===== src/rtl/parallel_serial.sv =====
// Parallel-to-serial converter with a one-word holding register and framing strobes.
// Words stream back-to-back with no idle bit when the next word is held before the current word's last bit.
module parallel_serial #(
  parameter int unsigned WORD_WIDTH = 8,
  parameter bit          MSB_FIRST  = 1'b1
) (
  input  logic                  clk_i,
  input  logic                  rst_ni,
  input  logic                  clk_en_i,
  input  logic                  parallel_valid_i,
  output logic                  parallel_ready_o,
  input  logic [WORD_WIDTH-1:0] parallel_i,
  output logic                  serial_o,
  output logic                  serial_valid_o,
  output logic                  last_o,
  output logic                  busy_o
);

  localparam int unsigned    CW       = $clog2(WORD_WIDTH);
  localparam logic [CW-1:0]  CNT_LAST = CW'(WORD_WIDTH - 1);

  typedef enum logic {
    IDLE,
    SHIFT
  } state_t;

  state_t                  state_q, state_d;
  logic [WORD_WIDTH-1:0]   hold_q;
  logic                    hold_full_q;
  logic [WORD_WIDTH-1:0]   shift_q, shift_d;
  logic [CW-1:0]           cnt_q, cnt_d;
  logic                    accept;
  logic                    load;
  logic                    at_last;

  assign at_last          = (cnt_q == CNT_LAST);
  assign parallel_ready_o = clk_en_i & ~hold_full_q;
  assign accept           = parallel_valid_i & parallel_ready_o;
  // Accept needs an empty hold and load needs a full one, so they never touch the same entry.
  assign load             = hold_full_q & ((state_q == IDLE) | at_last);

  always_comb begin
    state_d = state_q;
    cnt_d   = cnt_q;
    shift_d = shift_q;
    case (state_q)
      IDLE: begin
        if (load) begin
          state_d = SHIFT;
          shift_d = hold_q;
          cnt_d   = '0;
        end
      end
      SHIFT: begin
        if (load) begin
          shift_d = hold_q;
          cnt_d   = '0;
        end else if (at_last) begin
          state_d = IDLE;
          cnt_d   = '0;
        end else begin
          cnt_d = cnt_q + 1'b1;
          if (MSB_FIRST) shift_d = {shift_q[WORD_WIDTH-2:0], 1'b0};
          else           shift_d = {1'b0, shift_q[WORD_WIDTH-1:1]};
        end
      end
      default: state_d = IDLE;
    endcase
  end

  always_ff @(posedge clk_i or negedge rst_ni) begin
    if (!rst_ni) begin
      state_q     <= IDLE;
      cnt_q       <= '0;
      shift_q     <= '0;
      hold_q      <= '0;
      hold_full_q <= 1'b0;
    end else if (clk_en_i) begin
      state_q <= state_d;
      cnt_q   <= cnt_d;
      shift_q <= shift_d;
      if (accept) begin
        hold_q      <= parallel_i;
        hold_full_q <= 1'b1;
      end else if (load) begin
        hold_full_q <= 1'b0;
      end
    end
  end

  assign serial_valid_o = (state_q == SHIFT);
  assign serial_o       = serial_valid_o & (MSB_FIRST ? shift_q[WORD_WIDTH-1] : shift_q[0]);
  assign last_o         = serial_valid_o & at_last;
  assign busy_o         = serial_valid_o | hold_full_q;

endmodule


===== config.mk =====
export PLATFORM = sky130hd
export DESIGN_NAME = parallel_serial
export DESIGN_NICKNAME = d
export VERILOG_FILES = /design/src/rtl/parallel_serial.sv
export SDC_FILE = /design/constraint.sdc
export NUM_CORES = 1
export LEC_CHECK = 0
export ABC_AREA = 1
export BUFFER_PORTS_ARGS = -buffer_cell sky130_fd_sc_hd__buf_4
export CAP_MARGIN = 20
export CELL_PAD_IN_SITES_DETAIL_PLACEMENT = 1
export CELL_PAD_IN_SITES_GLOBAL_PLACEMENT = 1
export CORE_MARGIN = 8
export CORE_UTILIZATION = 40
export DETAILED_ROUTE_END_ITERATION = 10
export PLACE_DENSITY = 0.82
export SLEW_MARGIN = 20
export SYNTH_ARGS = -nofsm -noshare
export SYNTH_HDL_FRONTEND = slang
export SYNTH_SLANG_ARGS = --single-unit

===== constraint.sdc =====
create_clock -name clk_i -period 3.5 [get_ports clk_i]
set_input_delay 0.35 -clock clk_i [delete_from_list [all_inputs] [get_ports clk_i]]
set_output_delay 0.35 -clock clk_i [all_outputs]
set_load 0.02 [all_outputs]

==> metrics.yaml <==
cts:
  cts_tree: "built"
  clock-sinks: 21
  post_cts_resized: 0
  htreeDepth: 1
  cts-root-buf: "clkbuf_4"
  numCtsBuffers: 3
  insertion_delay_ns: 0.30
  cts.path.max_buffers: 2
  post_cts_buffers: 0
  path_clk_slew_ns: 0.12
sta:
  setup_viol: 0
  worst_slack_ns: 1.724
  hold_violations: 0
  worstMarginPinSlew_ns: 0.5014
  drv_slew: 0
  rsz0062_at_grt: "no"
  period_needed_ns: 1.777
  worst_clock_skew_ns: 0.01110
  fin_setup_tns_ns: 0
  finalCritPeriodShare_pct: 50.76
  fmax_mhz: 562.9
  max_slew_margin_pct: 66.57
place:
  gp_congestion: 0.8247
  io_buffers: 16
  hpwl_um: 1820
  placed_area_um2: 1169
  place_ws_ns: 1.886
  dp_cells: 166
drt:
  ant_nets: 0
  drtIter0Drc: 18
  drc_errors: 0
  drt_first_pass_iters: 4
  vias: 846
  routed_via_density: 4.947
  wl_per_cell_um: 13.89
  routed_wl_um: 2376
job:
  drv_cap: 0
global_routing:
  antenna_found_initial: 0
  grt_start_max_net_pins: 22
  grt_pass1_vias: 918
  grt_use_met1_pct: 14.24
  track_usage_pct: 11.58
  grt-busiest-layer: "met2"
  use_met2_pct: 19.71
  grtUsageMet3_pct: 2.349
  grt_pass1_wl_um: 4098
  grt.overflow.total: 0
final_layout:
  area_growth_syn_to_layout_pct: 17.01
  num_antenna_cells: 0
  drive_gt1_share_pct: 23.40
  regArea_um2: 525.5
  multi_input_area_um2: 410.4
  final_area_um2: 1205
  final_cells: 171
  fill_cells: 306
  fin_nets: 156
critical_path:
  worst_setup_path_end_kind: "output pin"
  path_max_fanout: 3
  crit_arrival_ns: 1.43
  worstSetupPathType: "flip-flop to output pin"
  startpoint_type: "flip-flop"
  cp.required_ns: 3.15
yosys:
  ys_types: 18
  seq_area_frac_synth_pct: 51.03
  yosysWarningCount: 0
  netlist_instances: 123
  syn-cell-area_um2: 1030
  syn_avg_cell_area_um2: 8.372
  syn_nets: 137
  postSynthRegisterBits: 21
power:
  p_leak_nw: 0.6555
  vdd_drop_max_v: 0.0003331
  power_density_nw_per_um2: 729.4
  power_mw: 0.8788
die:
  coreArea_um2: 2455
  start_util_pct: 41.95
  pin_count: 17
  die_h_um: 66.74
  die_w_um: 66.74
  die-area_um2: 4454
  rows: 18
worst_hold_path:
  min_path_type: "input pin to flip-flop"
status:
  run_status: "finished, final reports clean"
-- cells in the final DEF (no fill, tap or decap), drive strengths merged --
cell type    count
nand2           40
dfrtp           21
inv             20
buf             16
nand4            9
nand3            8
a21oi            8
nor2             8
clkbuf           4
o21ai            3
ha               2
o31ai            1
dlygate4sd3      1
-- registers in the layout, summed over array words and instances, names as in the netlist --
name            count
shift_q             8
serial_valid_o      1
hold_full_q         1
hold_q              8
cnt_q               3
-- where the power goes --
group	total, mW	switching (mW)	leakage (nW)	internal, mW
Clock	0.116	0.0718	0.0150	0.0443
Combinational	0.346	0.213	0.392	0.133
Sequential	0.417	0.0669	0.248	0.350
Total	0.879	0.352	0.655	0.527
-- repair_timing --
item,4_1_cts,5_1_grt
hold endpoints to repair,21,0
setup endpoints to repair,0,0
hold buffers,1,0
-- critical path: stages (launching register included) --
cell	delay, ns
dfrtp_1	0.42
ha_1	0.21
ha_1	0.22
nand2_1	0.08
inv_1	0.04
buf_4	0.15
-- cell type report --
class	count	area share [%]
flip-flops and latches	21	43.61
multi-input cells	79	34.06
repair buffers	17	10.80
inverters	20	6.231
well taps	30	3.115
clock buffers	4	2.181
-- routing by layer --
| layer | vias to the layer above | wire length [µm] |
|---|---|---|
| met2 | 10 | 1171 |
| met1 | 407 | 1113 |
| met3 | 4 | 62 |
| met4 | 0 | 29 |
| li1 | 425 | - |
| met5 | - | 0 |
-- per-stage QoR --
stage | util [%] | hold slack, ns
final | 49.08 | 0.2726
after global routing | 49.08 | 0.2865
after CTS | 49.08 | 0.2776
after detailed placement | 47.60 | 0.2489
after global placement | 47.60 | 0.2475
after floorplan | - | 0.05441
-- synthesized netlist by cell type, drive strengths merged --
| cell type | count | area (µm²) |
|---|---|---|
| buf | 1 | 11.26 |
| nand4 | 9 | 56.30 |
| o31ai | 1 | 7.510 |
| nor2 | 8 | 40.04 |
| nand2 | 40 | 160.2 |
| o21ai | 3 | 15.01 |
| a21oi | 8 | 66.31 |
| nand3 | 8 | 40.04 |
| inv | 20 | 75.07 |
| ha | 2 | 25.02 |
| clkbuf | 2 | 7.510 |
| dfrtp | 21 | 525.5 |
-- path summary, 6_finish.rpt --
path	start	to	slack (ns)	cells after the start
setup / recovery	cnt_q[0]$_DFFE_PN0P_	last_o	1.72	5
max in group asynchronous	rst_ni	hold_q[3]$_DFFE_PN0P_	2.82	2
hold reg to reg	hold_q[0]$_DFFE_PN0P_	hold_q[0]$_DFFE_PN0P_	0.49	2
hold / removal	parallel_i[0]	hold_q[0]$_DFFE_PN0P_	0.27	3
setup reg to reg	cnt_q[0]$_DFFE_PN0P_	shift_q[5]$_DFFE_PN0P_	1.82	8
min in group asynchronous	rst_ni	cnt_q[1]$_DFFE_PN0P_	0.45	2
-- kinds of logic (layout without fill, tap and decap cells) --
group	count (synthesis)	count (layout)	share of synthesized area, %
AND/OR/NAND/NOR	65	65	28.80
adder cells (fa/ha/maj)	2	2	2.430
buffers and inverters	23	41	9.113
flip-flops	21	21	51.03
AO/OA/AOI/OAI	12	12	8.626
Power figures use the tool's default switching activity.
